### src/rtl/fetch_buffer.sv
// fetch_buffer
//   Two-wide instruction queue between fetch and decode. Up to two
//   (pc, instr) pairs are accepted per cycle and packed in slot order.
//   The two oldest entries are shown to decode first-word-fall-through.
//   A registered stall tells fetch to stop early enough to cover its
//   in-flight bundles. A flush (branch redirect) empties the queue.
//
// Ports
//   clk, reset (async, active low)
//   flush                          discard everything, highest priority
//   enq_valid[1:0], enq_pc0/1, enq_instr0/1   fetch bundle
//   fetch_stall                    registered backpressure to fetch
//   deq_valid[1:0], deq_pc0/1, deq_instr0/1   head / head+1 to decode
//   deq_count[1:0]                 entries decode takes this cycle
//   count                          occupancy
//   overflow_err                   sticky: an enqueue slot was dropped
module fetch_buffer #(
  parameter int DEPTH        = 8,
  parameter int PC_W         = 32,
  parameter int INSTR_W      = 32,
  parameter int STALL_MARGIN = 4
) (
  input  logic                     clk,
  input  logic                     reset,
  input  logic                     flush,
  input  logic [1:0]               enq_valid,
  input  logic [PC_W-1:0]          enq_pc0,
  input  logic [PC_W-1:0]          enq_pc1,
  input  logic [INSTR_W-1:0]       enq_instr0,
  input  logic [INSTR_W-1:0]       enq_instr1,
  output logic                     fetch_stall,
  output logic [1:0]               deq_valid,
  output logic [PC_W-1:0]          deq_pc0,
  output logic [PC_W-1:0]          deq_pc1,
  output logic [INSTR_W-1:0]       deq_instr0,
  output logic [INSTR_W-1:0]       deq_instr1,
  input  logic [1:0]               deq_count,
  output logic [$clog2(DEPTH):0]   count,
  output logic                     overflow_err
);

  localparam int PW = $clog2(DEPTH);
  localparam int CW = PW + 1;

  typedef struct packed {
    logic [PC_W-1:0]    pc;
    logic [INSTR_W-1:0] instr;
  } entry_t;

  entry_t        mem [DEPTH];
  logic [PW-1:0] head, tail;

  logic [1:0]    n_enq, written, deq_avail, deq_eff;
  logic [CW-1:0] free_cnt, next_count;
  logic          drop;
  entry_t        wr0, wr1;
  entry_t        rd [2];

  // Space is judged against the pre-dequeue occupancy; decode's
  // same-cycle consume gives no credit.
  always_comb begin
    n_enq      = 2'(enq_valid[0]) + 2'(enq_valid[1]);
    free_cnt   = CW'(DEPTH) - count;
    drop       = free_cnt < CW'(n_enq);
    // free < n_enq <= 2 means free is 0 or 1, so the low bits are exact
    written    = drop ? free_cnt[1:0] : n_enq;
    deq_avail  = deq_valid[1] ? 2'd2 : {1'b0, deq_valid[0]};
    deq_eff    = (deq_count > deq_avail) ? deq_avail : deq_count;
    next_count = count + CW'(written) - CW'(deq_eff);
    // Compaction: the first written entry is the lowest valid slot.
    wr0        = enq_valid[0] ? {enq_pc0, enq_instr0} : {enq_pc1, enq_instr1};
    wr1        = {enq_pc1, enq_instr1};
  end

  // Entry storage needs no reset; occupancy gates visibility.
  always_ff @(posedge clk) begin
    if (!flush) begin
      if (written != 2'd0) mem[tail]            <= wr0;
      if (written == 2'd2) mem[tail + PW'(1)]   <= wr1;
    end
  end

  always_ff @(posedge clk or negedge reset) begin
    if (!reset) begin
      head         <= '0;
      tail         <= '0;
      count        <= '0;
      fetch_stall  <= 1'b0;
      overflow_err <= 1'b0;
    end else if (flush) begin
      head        <= '0;
      tail        <= '0;
      count       <= '0;
      fetch_stall <= 1'b0;
    end else begin
      head        <= head + PW'(deq_eff);
      tail        <= tail + PW'(written);
      count       <= next_count;
      fetch_stall <= (CW'(DEPTH) - next_count) < CW'(STALL_MARGIN);
      if (drop) overflow_err <= 1'b1;
    end
  end

  // Read lanes: head and head+1, pointer wrap is natural.
  for (genvar g = 0; g < 2; g++) begin : g_rd
    assign rd[g] = mem[head + PW'(g)];
  end

  assign deq_valid  = {count >= CW'(2), count >= CW'(1)};
  assign deq_pc0    = rd[0].pc;
  assign deq_instr0 = rd[0].instr;
  assign deq_pc1    = rd[1].pc;
  assign deq_instr1 = rd[1].instr;

  // Decode must never take more than it was shown; the RTL clamps anyway.
  a_deq_legal: assert property (@(posedge clk) disable iff (!reset)
    !flush |-> (deq_count <= deq_avail));

endmodule

### config.mk
export PLATFORM = sky130hd
export DESIGN_NAME = fetch_buffer
export DESIGN_NICKNAME = d
export VERILOG_FILES = /design/src/rtl/fetch_buffer.sv
export SDC_FILE = /design/constraint.sdc
export NUM_CORES = 1
export LEC_CHECK = 0
export ABC_AREA = 0
export BUFFER_PORTS_ARGS = -buffer_cell sky130_fd_sc_hd__buf_2
export CAP_MARGIN = 0
export CORE_MARGIN = 4
export CORE_UTILIZATION = 50
export DETAILED_ROUTE_END_ITERATION = 10
export PLACE_DENSITY = 0.69
export SLEW_MARGIN = 20
export SYNTH_ARGS = -nofsm -noshare
export SYNTH_HDL_FRONTEND = slang
export SYNTH_SLANG_ARGS = --single-unit
### constraint.sdc
create_clock -name clk -period 10.8 [get_ports clk]
set_input_delay 1.08 -clock clk [delete_from_list [all_inputs] [get_ports clk]]
set_output_delay 1.08 -clock clk [all_outputs]
set_load 0.02 [all_outputs]
## Word level (Yosys, flattened, before mapping)

Memories as Yosys holds them, arrays and structs flattened.
Index checks and enable logic that the tools add are counted.
Widths: inputs -> output; s select.

| storage, ports and cells | value |
|---|---|
| bits in latches | 0 |
| register bits | 12 |
| logic and storage cells | 38 |
| memory bits (writable) | 512 |
| input bits | 135 |
| memories | 1 |
| bits in read-only memories | 0 |
| output and inout bits | 136 |

| operators by class | value |
|---|---|
| equal/unequal tests | 1 |
| div/mod/pow operators | 0 |
| multiply operators | 0 |
| shifts and indexed selects | 0 |
| $add $sub $neg | 9 |
| bitwise logic cells | 1 |
| magnitude comparators | 5 |
| reduce and logical (&&, ||, !) cells | 2 |
| mux-type cells | 14 |

Memory list:

| memory | depth | width | read ports | clocked after Yosys merged registers in | wr ports | line | source |
|---|---|---|---|---|---|---|---|
| mem | 8 | 64 | 2 | 0 | 2 | 50 | `entry_t mem [DEPTH];` |

Operators with widths:

| kind | count |
|---|---|
| $mux 64 | 1 |
| $sub 4x4->4 const A | 2 |
| $mux 1 | 7 |
| $add 3x1->3 const B | 2 |
| $add 3x2->3 | 2 |
| $mux 2 | 3 |
| $mux 3 | 2 |
| $add 4x2->4 | 1 |
| $ge 4x1->1 const B | 1 |
| $ge 4x2->1 const B | 1 |
| $lt 4x2->1 | 1 |
| $lt 4x3->1 const B | 1 |
| $mux 4 | 1 |
| $sub 4x2->4 | 1 |
| $add 1x1->2 | 1 |
| $eq 2x2->1 const B | 1 |
| $gt 2x2->1 | 1 |
| $reduce_and 2->1 | 1 |
| $reduce_bool 2->1 | 1 |
| $not 1->1 | 1 |

## Logic depth before layout (Yosys ltp)

| depth | value |
|---|---|
| word-level depth | 8 |
| gate-level depth with buffers | 19 |
| mapped depth without buffers | 19 |

## Least setup slack after synthesis

No wires, ideal clock.

| timing | value |
|---|---|
| path type | input port to flip-flop |
| start | input port enq_valid[0] |
| end | memory mem[2][0] in the netlist's numbering, enable pin |
| setup time | 0.581 ns |
| data required time | 10.219 ns |
| setup slack | 3.022 ns |
| cell stages on the path | 7 |
| path buffers | 0 |
| arrival time | 7.197 ns |
| cells stage by stage | ha_1 > inv_1 > ha_1 > a211oi_1 > nand2_1 > a31o_2 > o31ai_1 |

RTL lines:

| item | line | source |
|---|---|---|
| start: declaration | 26 | `input logic [1:0] enq_valid,` |
| end: declaration | 50 |  |

## Worst setup path after layout

| timing | value |
|---|---|
| start | register head[0] |
| end | output port deq_instr1[2] |

| on the way | value |
|---|---|
| longest elaborated chain between the ends | 2 |

RTL lines:

| item | line | source |
|---|---|---|
| start: declaration | 51 | `logic [PW-1:0] head, tail;` |
| start signal: assignment | 96 | `head <= head + PW'(deq_eff);` |
| $add 3x1->3 | 106 | `assign rd[g] = mem[head + PW'(g)];` |
| $mem_v2 8x64 | n/a |  |
| end: declaration | 36 | `output logic [INSTR_W-1:0] deq_instr1,` |

No other way between the ends.

==> summary.md <==
| Metric | Value |
|---|---|
| Netlist cell types | 43 |
| WL final | about 84000 um |
| Post-CTS setup buffer count | 0 |
| DIE WIDTH | about 260 um |
| Syn Area/Cell | around 18 um^2 |
| Post-Syn Instances | between 1500 and 2000 |
| Worst path most repeated cell | buf_4 |
| Initial core utilization | 0.506 |
| Setup violators final | 0 |
| Achievable Freq | approximately 190 MHz |
| Power Dens Cells | ~260 mW/mm^2 |
| Wire per inst | 29.7 um |
| Setup tns final | 0 ps |
| Slowest stage delay, CP | 960 ps |
| Unrepaired setup endpoints after global routing | no |
| CTS resizes | 0 |
| Number of buffers created by CTS | 57 |
| Core box area | approximately 0.06 mm^2 |
| Die height | between 200 and 300 um |
| Max FO, Critical Path | 56 |
| Placed Instance Area | approximately 0.033 mm^2 |
| Clock slew seen by the registers of the worst setup and hold paths | about 60 ps |
| FF-to-FF path depth | 8 |
| Total grt overflow | 0 |
| P_sw | about 3.4 mW |
| CTS Sinks | 524 |
| Nets | about 2100 |
| PnR Total Power | roughly 9 mW |
| Vias in the first global route | between 15000 and 20000 |
| Skew final | 29.8 ps |
| Layout area overhead | 12.2% |
| Most frequent cell after synthesis | mux2_2 |
| FF-to-FF Start | count[0]$_DFF_PN0_ |
| Row cnt | 91 |
| Clock power share | 0.208 |
| Number of synthesized flops with an enable pin | about 500 |
| Non-filler cells, final | about 2800 |
| Initial DRC count | roughly 1600 |
| VDD IR-drop max | ~0.00021 V |
| DP Wirelength | about 50000 um |
| Int Power | between 5 and 6 mW |
| CP Launch Point | head[0]$_DFF_PN0_ |
| Logic pwr share | 0.482 |
| Critical Path Sink | deq_instr1[2] |
| CP Depth | 5 |
| Critical path data arrival time | between 4000 and 5000 ps |
| Dpl cells | approximately 2700 |
| Max-cap viol count | 0 |
| Ports | roughly 270 |
| Root Driver | clkbuf_16 |
| Share of cells above drive strength 1 | 0.651 |
| Global Route Usage Sum | 0.251 |
| Finished Cell Area | between 0.03 and 0.04 mm^2 |
| Netlist Area Pre-Place | around 0.031 mm^2 |
| Commonest cells in the netlist | mux2_2, edfxtp_1, mux4_2, clkbuf_1 |
| Vias after detailed routing | 18189 |
| YS warnings | 0 |
| Crit path kind | register to output port |
| Fillers | ~4800 |
| Final Wtd Congestion | 0.779 |
| Flop2flop setup slack | about 5900 ps |
| Clock Tree Buf Depth | 3 |
| Switching share of total power | 0.380 |
| Crit start category | register |
| Crit path required time | slightly below 10000 ps |
| Crit-path slowest cell | dfrtp_4 |
| Tcrit/Tclk final | 0.499 |
| Async SR Flop Fraction | 0.0229 |
| LEAKAGE | about 12 nW |
| Worst-margin pin slew | 1130 ps |
| Largest net degree at the start of global routing | 64 |
| Post-cts hold buffer count | 0 |
| Period minus WS final | around 5400 ps |
| I/O Buffers | 270 |
| Share of power burned in registers | 0.309 |
| Seq/Total Area, Yosys | 0.502 |
| Hold Vio Cnt, Final | 0 |
| CP top delay family | buffers and inverters |
| Via density | around 6.4 |
| DP Worst Slack | roughly 5200 ps |
| Cell taking the most area after synthesis | edfxtp_1 |
| TritonCTS clock tree | done |
| Top cells by area, synth | edfxtp_1, mux2_2, mux4_2 |
| Worst slew margin | 0.246 |
| DRC Markers | 0 |
| Status | complete, no violations |
| Pre-Repair DR Iteration Count | 5 |
| Area share of the largest cell type after synthesis | 0.493 |
| Main synth FF type | edfxtp_1 |
| First-pass GRT wire length | 126000 um |
| Cells along the critical path | buf_4 > buf_4 > mux4_2 > mux2_2 > buf_2 |
| Reg-to-Reg End | mem[1][34]$_DFFE_PP_ |
| Yosys reg bits | 524 |
| Worst Path Buf+Inv | 3 |
| Slew Viols, Final | 0 |
| Net count after synthesis | between 1500 and 2000 |
| Ant. Diodes | 0 |
| Die ar. | 0.0665 mm^2 |
| Post-route ant nets | 0 |
| Initial antenna violation count | 2 |
| Setup slack after layout | roughly 5400 ps |
| Min-delay worst type | input pin to asynchronous set/reset pin |
| Crit. End Element | output port |
| H-Tree Depth | 2 |
| Clk_lat worst skew | 620 ps |
==> placed cells by master, fill, tap and decap left out, types with 6 or more instances in the layout <==
master	synthesis	routed
edfxtp_1	512	512
clkinv_2	0	9
nor2_1	13	13
buf_4	32	29
inv_1	19	19
ha_1	18	17
mux2_2	606	606
dfrtp_1	12	9
nand2_1	6	6
o21bai_4	0	6
clkbuf_1	54	10
buf_2	25	269
xnor2_1	6	6
clkinv_1	0	21
mux2_1	49	49
mux4_2	256	256
clkbuf_16	0	57
mux2_4	49	49
nor2b_1	6	6
==> layout make-up <==
class                      count  area [um^2]  area share
sequential                   524        15700       0.448
clock inverter                37          269     0.00768
multi-input combinational   1063        14900       0.426
clock buffer                  67         1460      0.0418
inverter                      19         71.3     0.00204
tap                          837         1050      0.0299
timing repair buffer         299         1580      0.0450
==> through the flow <==
step / util / hold slack [ps]
5_1_grt: 0.567 / 358
4_1_cts: 0.567 / 332
6_report: 0.567 / 359
2_1_floorplan: - / 592
3_3_place_gp: 0.539 / 545
3_5_place_dp: 0.539 / 530
==> how the worst min path moves through the flow <==
stage | end | depth (start not counted)
after floorplan | overflow_err$_DFFE_PN0P_ | 1
after global placement | overflow_err$_DFFE_PN0P_ | 1
after detailed placement | overflow_err$_DFFE_PN0P_ | 1
after CTS | fetch_stall$_DFF_PN0_ | 1
after global routing | fetch_stall$_DFF_PN0_ | 1
final | fetch_stall$_DFF_PN0_ | 1
==> logic make-up (layout without fill, tap and decap cells) <==
group,count (synthesis),after routing,synth area share
flip-flops,524,524,0.502
AO/OA/AOI/OAI,29,29,0.00690
adder cells (fa/ha/maj),22,22,0.00979
multiplexers,961,961,0.445
XOR/XNOR,9,9,0.00253
AND/OR/NAND/NOR,42,42,0.00702
buffers and inverters,154,422,0.0263
==> per-layer routing <==
| layer | routed length, um | GRT usage | up-vias |
|---|---|---|---|
| met5 | 16 | 0 | - |
| met4 | 1790 | 0.0561 | 4 |
| met3 | 5570 | 0.0407 | 115 |
| met2 | 42700 | 0.429 | 680 |
| met1 | 34300 | 0.343 | 9672 |
| li1 | - | - | 7718 |
==> power groups by stage <==
stage	logic [mW]	registers (mW)	clock network, mW
detailed placement	4.34	2.82	0
floorplan	3.06	2.74	0
global route	4.57	2.81	1.98
global placement	4.32	2.80	0
CTS	4.37	2.78	1.90
finish	4.33	2.78	1.87
==> flip-flops by register name (all words and copies together), names as in the netlist <==
signal	cells
overflow_err	1
tail	3
mem	512
count	4
head	3
fetch_stall	1
==> worst register-to-register path, cell delays in order (launching register included) <==
cell and delay (ps):
dfrtp_1 570, inv_1 180, ha_1 410, ha_1 320, a211oi_1 320, nand4_1 380
a21oi_4 970, o21bai_4 540, buf_4 780
(Power assumes the default switching activity.)
